### src/rtl/flag_event_sender.sv
// flag_event_sender: multi-channel toggle-handshake event sender with ack synchronisers
module flag_event_sender #(
    parameter int NCH         = 4,
    parameter int CNT_W       = 4,
    parameter int SYNC_STAGES = 2,
    parameter int MODE        = 1
) (
    input  logic                 clk,
    input  logic                 rst,
    input  logic [NCH-1:0]       event_in,
    input  logic [NCH-1:0]       ack_tgl_in,
    input  logic                 clr_ovf,
    output logic [NCH-1:0]       req_tgl,
    output logic [NCH-1:0]       busy,
    output logic [NCH-1:0]       done,
    output logic [NCH*CNT_W-1:0] pending,
    output logic [NCH-1:0]       ovf
);
    localparam logic [CNT_W-1:0] CNT_MAX = '1;

    logic [NCH-1:0]       ackSync [SYNC_STAGES];
    logic [NCH-1:0]       busyPrev;
    logic [NCH-1:0]       launch;
    logic [NCH-1:0]       accept;
    logic [NCH*CNT_W-1:0] pendingNext;

    assign busy = req_tgl ^ ackSync[SYNC_STAGES-1];

    // Launch only from registered state; accept an event unless the queue policy forbids it.
    for (genvar c = 0; c < NCH; c++) begin : gCh
        logic [CNT_W-1:0] cnt;
        assign cnt       = pending[c*CNT_W +: CNT_W];
        assign launch[c] = (cnt != '0) & ~busy[c];
        assign accept[c] = event_in[c] & ((MODE != 0) ? ((cnt != CNT_MAX) | launch[c])
                                                      : ((cnt == '0) & ~busy[c]));
        assign pendingNext[c*CNT_W +: CNT_W] = cnt + CNT_W'(accept[c]) - CNT_W'(launch[c]);
    end

    // Multi-flop synchroniser for the asynchronous ack toggles.
    always_ff @(posedge clk) begin
        if (rst) begin
            for (int s = 0; s < SYNC_STAGES; s++) ackSync[s] <= '0;
        end else begin
            ackSync[0] <= ack_tgl_in;
            for (int s = 1; s < SYNC_STAGES; s++) ackSync[s] <= ackSync[s-1];
        end
    end

    // Request toggles, pending counters, sticky overflow and handshake-complete pulse.
    always_ff @(posedge clk) begin
        if (rst) begin
            req_tgl  <= '0;
            pending  <= '0;
            ovf      <= '0;
            done     <= '0;
            busyPrev <= '0;
        end else begin
            req_tgl  <= req_tgl ^ launch;
            pending  <= pendingNext;
            ovf      <= (ovf & ~{NCH{clr_ovf}}) | (event_in & ~accept);
            done     <= busyPrev & ~busy;
            busyPrev <= busy;
        end
    end
endmodule
### config.mk
export PLATFORM = sky130hd
export DESIGN_NAME = flag_event_sender
export DESIGN_NICKNAME = d
export VERILOG_FILES = /design/src/rtl/flag_event_sender.sv
export SDC_FILE = /design/constraint.sdc
export NUM_CORES = 1
export LEC_CHECK = 0
export BUFFER_PORTS_ARGS = -buffer_cell sky130_fd_sc_hd__buf_2
export CORE_ASPECT_RATIO = 1.4
export CORE_MARGIN = 3
export CORE_UTILIZATION = 50
export DETAILED_ROUTE_END_ITERATION = 7
export PLACE_DENSITY = 0.85
export SETUP_SLACK_MARGIN = 0.05
export SYNTH_ARGS = -nofsm -noshare
export SYNTH_HDL_FRONTEND = slang
export SYNTH_SLANG_ARGS = --single-unit
### constraint.sdc
create_clock -name clk -period 6.35 [get_ports clk]
set_input_delay 1.27 -clock clk [delete_from_list [all_inputs] [get_ports clk]]
set_output_delay 1.27 -clock clk [all_outputs]
set_load 0.02 [all_outputs]
==> flow_metrics.env, run 1 <==
export IMPL_vias=1426
export IMPL_irDropWorstVdd_uv=286
export IMPL_regArea_sq_um=801
export IMPL_drtPass1Iterations=4
export IMPL_end_kind="register"
export IMPL_endpoint="pending[5]$_SDFF_PP0_"
export IMPL_routedWlPerCell_um=12.0
export IMPL_final_cell_mix="buf_2, dfxtp_1, nor2b_1, ha_1, inv_1"
export IMPL_routed_wl_um=3330
export IMPL_h_tree_depth=2
export IMPL_fmax_mhz=390
export IMPL_setup_viol=0
export IMPL_grt_max_degree=45
export IMPL_hold_class="register to register"
export IMPL_drv_cap=0
export IMPL_clock_root_buffer="clkbuf_8"
export IMPL_grt_util_met3_pct=4.11
export IMPL_p_per_area_nw_per_um2=475
export IMPL_grt_first_pass_wirelength_um=5630
export IMPL_synthToLayoutAreaGrowth_pct=17.8
export IMPL_die_area_sq_um=4550
export IMPL_cts_inserted_buffers=5
export IMPL_rows=25
export IMPL_clk_latency_ns=0.28
export IMPL_crit_path_start_kind="input pin"
export IMPL_nNetsFinal=272
export IMPL_cts_sinks=40
export IMPL_hold_viol=0
export IMPL_die_x_um=57.9
export IMPL_multi_input_area_sq_um=998
export IMPL_fin_cells=278
export IMPL_path_clk_slew_ns=0.08
export IMPL_drc=0
export IMPL_postCtsSetupRepairBufs=0
export IMPL_core_sq_um=3500
export IMPL_numPortBuffers=42
export IMPL_cts_resized=0
export IMPL_synthCells=192
export IMPL_synthesis_nets=227
export IMPL_slew_viol_final=0
export IMPL_ys_ff_latch=40
export IMPL_first_global_vias=1363
export IMPL_r2r_end="pending[5]$_SDFF_PP0_"
export IMPL_status="finished, final reports clean"
export IMPL_antenna_cells=0
export IMPL_synth_edf_count=0
export IMPL_arrival_ns=2.71
export IMPL_gp_congestion=0.813
export IMPL_cp_max_fo=3
export IMPL_finalSetupTns_ns=0
export IMPL_fill_cells=328
export IMPL_worstPathRequired_ns=6.50
export IMPL_reg2reg_depth=8
export IMPL_rrSetupSlack_ns=4.10
export IMPL_p_leak_nw=1.05
export IMPL_cts_tree="yes"
export IMPL_num_io_pins=43
export IMPL_ant_nets=0
export IMPL_worstPathCellList="buf_2, or3_1, o31ai_1, ha_1, fa_1, nor2b_1"
export IMPL_drt_initial_drc_count=38
export IMPL_synth_area_sq_um=1880
export IMPL_synth_top_area_share_pct=42.5
export IMPL_fin_skew_ns=0.0104
export IMPL_async_flop_share_pct=0
export IMPL_synth_distinct_cells=31
export IMPL_seq_area_frac_synth_pct=42.5
export IMPL_worst_path_buf_inv=1
export IMPL_clock_path_buffers=2
export IMPL_path_class="input pin to register"
export IMPL_r2r_start="pending[6]$_SDFF_PP0_"
export IMPL_die_height_um=78.6
export IMPL_slowest_stage="or3_1"
export IMPL_synth_top_cell_by_area="dfxtp_1"
export IMPL_cp_startpoint="event_in[1]"
export IMPL_initial_core_util_pct=53.8
export IMPL_ys_dominant_reg_cell="dfxtp_1"
export IMPL_slowest_delay_ns=0.44
export IMPL_rsz0062_at_grt="false"
export IMPL_track_usage_pct=15.5
export IMPL_busiest_layer="met2"
export IMPL_finalCriticalPeriod_ns=2.56
export IMPL_drive_gt1_share_pct=23.5
export IMPL_yosys_warnings=0
export IMPL_maxSlewHeadroom_pct=52.2
export IMPL_use_met2_pct=29.4
export IMPL_place_hpwl_um=2540
export IMPL_synth_area_leaders="dfxtp_1, ha_1, nor2b_1"
export IMPL_final_common_cell="buf_2"
export IMPL_worst_pin_slew_ns=0.717
export IMPL_holdBufCountCts=0
export IMPL_met1_usage_pct=15.5
export IMPL_critical_path_top_delay_family="adder cells"
export IMPL_vias_per_cell=5.13
export IMPL_dp_cells=270
export IMPL_period_share_pct=40.3
export IMPL_synth_avg_cell_area_sq_um=9.81
export IMPL_gr_total_overflow=0
export IMPL_whs_ns=0.433
export IMPL_path_depth=6
export IMPL_power_w=0.00105
export IMPL_antenna_found_initial=0
-- synthesized netlist by cell type (3+ instances only) --
| library cell | n |
|---|---|
| nor2b_1 | 23 |
| nor2_1 | 15 |
| nand2b_1 | 5 |
| ha_1 | 20 |
| fa_1 | 4 |
| a21oi_1 | 15 |
| nand3_1 | 4 |
| nand2_1 | 6 |
| nor3b_1 | 8 |
| xnor2_1 | 3 |
| dfxtp_1 | 40 |
| a31o_1 | 4 |
| xor2_1 | 3 |
| inv_1 | 17 |
| or2_1 | 4 |
-- report_power, final --
part           switching [W]  internal [W]
sequential         0.0000515      0.000315
clock              0.0000824     0.0000866
combinational       0.000294      0.000225
-- state kept, by name (all words and copies together) (netlist names) --
register,flops
done,4
pending,16
ackSync,8
req_tgl,4
busyPrev,4
ovf,4
-- stage by stage --
stage               instance area, sq um  setup WS (ns)  utilization (%)
floorplan                           1880           3.72                -
global placement                    2130           3.56             60.7
detailed placement                  2130           3.50             60.7
CTS                                 2220           3.77             63.4
global route                        2220           3.65             63.4
finish                              2220           3.79             63.4
-- routing by layer --
layer	wire (um)	up-vias
li1	-	719
met2	1740	31
met3	141	2
met4	29	0
met1	1410	674
met5	0	-
-- worst register-to-register path, delay by kind of cell (launching register included) --
kind	cells	cell delay, ns
adders and majority gates	3	0.85
and+or+nand+nor	3	0.74
DFF	1	0.36
AOI/OAI and AO/OA	1	0.10
buffers and inverters	1	0.07
-- how the worst min path moves through the flow --
stage                                        start                  endpoint  slack, ns  depth (start not counted)
after floorplan           ackSync[0][0]$_SDFF_PP0_  ackSync[0][4]$_SDFF_PP0_       0.41                          1
after global placement    ackSync[0][0]$_SDFF_PP0_  ackSync[0][4]$_SDFF_PP0_       0.42                          1
after detailed placement  ackSync[0][1]$_SDFF_PP0_  ackSync[0][5]$_SDFF_PP0_       0.42                          1
after CTS                 ackSync[0][1]$_SDFF_PP0_  ackSync[0][5]$_SDFF_PP0_       0.44                          1
after global routing      ackSync[0][3]$_SDFF_PP0_  ackSync[0][7]$_SDFF_PP0_       0.45                          1
final                     ackSync[0][0]$_SDFF_PP0_  ackSync[0][4]$_SDFF_PP0_       0.43                          1
-- logic make-up after synthesis --
logic type | synth area share [%]
simple gates | 22.1
xor+xnor | 4.52
fa+ha+maj | 17.5
flops | 42.5
buf+inv | 4.52
compound gates | 8.83
-- final cells by class --
cell class / instances / area share [%]
multi-input combinational: 130 / 45.0
sequential: 40 / 36.1
timing repair buffer: 42 / 9.47
clock buffer: 6 / 3.72
inverter: 18 / 3.04
tap: 40 / 2.25
clock inverter: 2 / 0.451
(Power assumes the default switching activity.)
==> run 2: changes to the inputs <==
--- a/config.mk
+++ b/config.mk
@@ -5,12 +5,13 @@
 export SDC_FILE = /design/constraint.sdc
 export NUM_CORES = 1
 export LEC_CHECK = 0
+export ABC_AREA = 1
 export BUFFER_PORTS_ARGS = -buffer_cell sky130_fd_sc_hd__buf_2
 export CORE_ASPECT_RATIO = 1.4
 export CORE_MARGIN = 3
 export CORE_UTILIZATION = 50
 export DETAILED_ROUTE_END_ITERATION = 7
-export PLACE_DENSITY = 0.85
+export PLACE_DENSITY = 0.84
 export SETUP_SLACK_MARGIN = 0.05
 export SYNTH_ARGS = -nofsm -noshare
 export SYNTH_HDL_FRONTEND = slang
==> constraint.sdc (replaced) <==
create_clock -name clk -period 2.5 [get_ports clk]
set_input_delay 0.5 -clock clk [delete_from_list [all_inputs] [get_ports clk]]
set_output_delay 0.5 -clock clk [all_outputs]
set_load 0.02 [all_outputs]
==> run 2 against run 1 <==
Compared with the run above:
- combinational power rose to 2.9 times the previous value
- critical path depth rose by 4
- die area up 3.9%
- power increased to 2.8 times the previous value
- via count increased by 11%
- flip-flop and latch count did not move
- clock power increased to 2.7 times the previous value
- final cell count grew 19%
- largest power group unchanged
==> flow_metrics.env, run 2 <==
export IMPL_nNetsFinal=324
export IMPL_place_hpwl_um=2880
export IMPL_synthesis_nets=278
export IMPL_reg_top3="pending x16, ackSync x8"
export IMPL_synth_area_sq_um=1960
export IMPL_die_height_um=80.2
export IMPL_cts_tree="yes"
export IMPL_slew_viol_final=0
export IMPL_drv_cap=0
export IMPL_maxSlewHeadroom_pct=68.6
export IMPL_fin_skew_ns=0.00753
export IMPL_grt_first_pass_wirelength_um=6280
export IMPL_use_met2_pct=32.4
export IMPL_setup_viol=0
export IMPL_postCtsSetupRepairBufs=0
export IMPL_end_kind="register"
export IMPL_synth_area_leaders="dfxtp_1, ha_1, inv_1"
export IMPL_dp_cells=324
export IMPL_final_cell_mix="inv_1, buf_2, dfxtp_1, nor2_1, nand2_1"
export IMPL_async_flop_share_pct=0
export IMPL_routedWlPerCell_um=11.0
export IMPL_clock_path_buffers=2
export IMPL_arrival_ns=2.09
export IMPL_status="finished, final reports clean"
export IMPL_synth_top_area_share_pct=40.8
export IMPL_crit_path_start_kind="register"
export IMPL_yosys_cell_count_top_type="inv_1"
export IMPL_ys_dominant_reg_cell="dfxtp_1"
export IMPL_synthToLayoutAreaGrowth_pct=17.3
export IMPL_worstPathRequired_ns=2.67
export IMPL_cts_resized=0
export IMPL_rows=26
export IMPL_routed_wl_um=3640
export IMPL_rsz0062_at_grt="false"
export IMPL_met1_usage_pct=17.0
export IMPL_power_w=0.00293
export IMPL_period_share_pct=76.9
export IMPL_regMostFlops="pending"
export IMPL_track_usage_pct=17.3
export IMPL_finalSetupTns_ns=0
export IMPL_synth_distinct_cells=18
export IMPL_hold_viol=0
export IMPL_core_sq_um=3710
export IMPL_setup_ws_ns=0.577
export IMPL_num_io_pins=43
export IMPL_cts_sinks=40
export IMPL_antenna_found_initial=0
export IMPL_first_global_vias=1597
export IMPL_clock_root_buffer="clkbuf_8"
export IMPL_drc=0
export IMPL_p_leak_nw=1.20
export IMPL_finalCriticalPeriod_ns=1.92
export IMPL_gp_congestion=0.855
export IMPL_numPortBuffers=42
export IMPL_vias=1579
export IMPL_initial_core_util_pct=53.0
export IMPL_die_area_sq_um=4730
export IMPL_pre_cts_slack_ns=0.619
export IMPL_cts_inserted_buffers=5
export IMPL_h_tree_depth=2
export IMPL_gr_total_overflow=0
export IMPL_vias_per_cell=4.77
export IMPL_yosys_warnings=0
export IMPL_whs_ns=0.406
export IMPL_ys_ff_latch=40
export IMPL_clk_latency_ns=0.29
export IMPL_synth_avg_cell_area_sq_um=8.08
export IMPL_p_per_area_nw_per_um2=1270
export IMPL_grt_max_degree=23
export IMPL_fin_cells=331
export IMPL_ys_top_cells_by_count="inv_1, dfxtp_1, nor2_1"
export IMPL_final_common_cell="inv_1"
export IMPL_synthCells=243
export IMPL_hold_class="register to register"
export IMPL_seq_area_frac_synth_pct=40.8
export IMPL_synth_top_cell_by_area="dfxtp_1"
export IMPL_worst_pin_slew_ns=0.471
export IMPL_fmax_mhz=520
export IMPL_drtPass1Iterations=4
export IMPL_drive_gt1_share_pct=27.0
export IMPL_largest_reg_flops=16
export IMPL_busiest_layer="met2"
export IMPL_holdBufCountCts=0
export IMPL_synth_edf_count=0
export IMPL_grt_util_met3_pct=5.47
export IMPL_path_clk_slew_ns=0.08
export IMPL_antenna_cells=0
export IMPL_ant_nets=0
export IMPL_die_x_um=59.0
export IMPL_cp_max_fo=3
export IMPL_drt_initial_drc_count=58
export IMPL_irDropWorstVdd_uv=760
export IMPL_path_class="register to register"
run 2: changes by cell type in the layout (fill, tap and decap cells not counted), sizes merged, moves of 5 or more:
cell / before / now
nand2: 6 / 40
inv: 18 / 47
nor3b: 8 / 0
nor2b: 23 / 0
nor2: 15 / 44
nand2b: 5 / 0
nand3: 4 / 20
run 2: metal layers:
layer  wire length [um]  up-vias
li1                   -      834
met1               1480      695
met2               1860       41
met3                221        9
met4                 84        0
met5                  0        -
run 2: stage by stage:
step                      utilization [%]  area, sq um
after floorplan                         -         1960
after global placement               59.5         2210
after detailed placement             59.5         2210
after CTS                            62.1         2300
after global routing                 62.1         2300
final                                62.1         2300
run 2: area by class of cell:
| class | count | area [sq um] |
|---|---|---|
| clock buffers | 7 | 96.3 |
| fillers | 334 | 1400 |
| inverters | 47 | 176 |
| multi-input cells | 152 | 961 |
| flip-flops and latches | 40 | 801 |
| well taps | 42 | 52.6 |
| repair buffers | 43 | 218 |
run 2: logic make-up (layout without fill, tap and decap cells):
kind of cell | after synthesis | after routing | share of synthesized area [%]
and+or+nand+nor | 108 | 108 | 25.5
buffers and inverters | 51 | 97 | 10.3
DFF | 40 | 40 | 40.8
adders and majority gates | 24 | 24 | 16.8
AOI/OAI and AO/OA | 16 | 16 | 4.84
xor gates and xnor gates | 4 | 4 | 1.78
run 2: worst paths after layout:
path / start / endpoint / slack (ns) / depth (start not counted)
worst min-delay path: ackSync[0][3]$_SDFF_PP0_ / ackSync[0][7]$_SDFF_PP0_ / 0.41 / 2
worst max-delay path: pending[14]$_SDFF_PP0_ / pending[14]$_SDFF_PP0_ / 0.58 / 10
worst min register to register: ackSync[0][3]$_SDFF_PP0_ / ackSync[0][7]$_SDFF_PP0_ / 0.41 / 2
worst max register to register: pending[14]$_SDFF_PP0_ / pending[14]$_SDFF_PP0_ / 0.58 / 10
run 2: report_power, final:
| part | switching, W | total [W] | internal (W) |
|---|---|---|---|
| logic | 0.000923 | 0.00152 | 0.000599 |
| clock network | 0.000209 | 0.000455 | 0.000246 |
| registers | 0.000150 | 0.000957 | 0.000807 |
| total | 0.00128 | 0.00293 | 0.00165 |
run 2: critical path, stage by stage, from the launching register on:
cell and delay [ns]:
dfxtp_1 0.35, inv_1 0.07, ha_1 0.22, nand2_2 0.10, nand3_1 0.12, nand2_1 0.11
ha_1 0.18, inv_1 0.06, fa_1 0.37, xor2_1 0.17, nor2_1 0.05
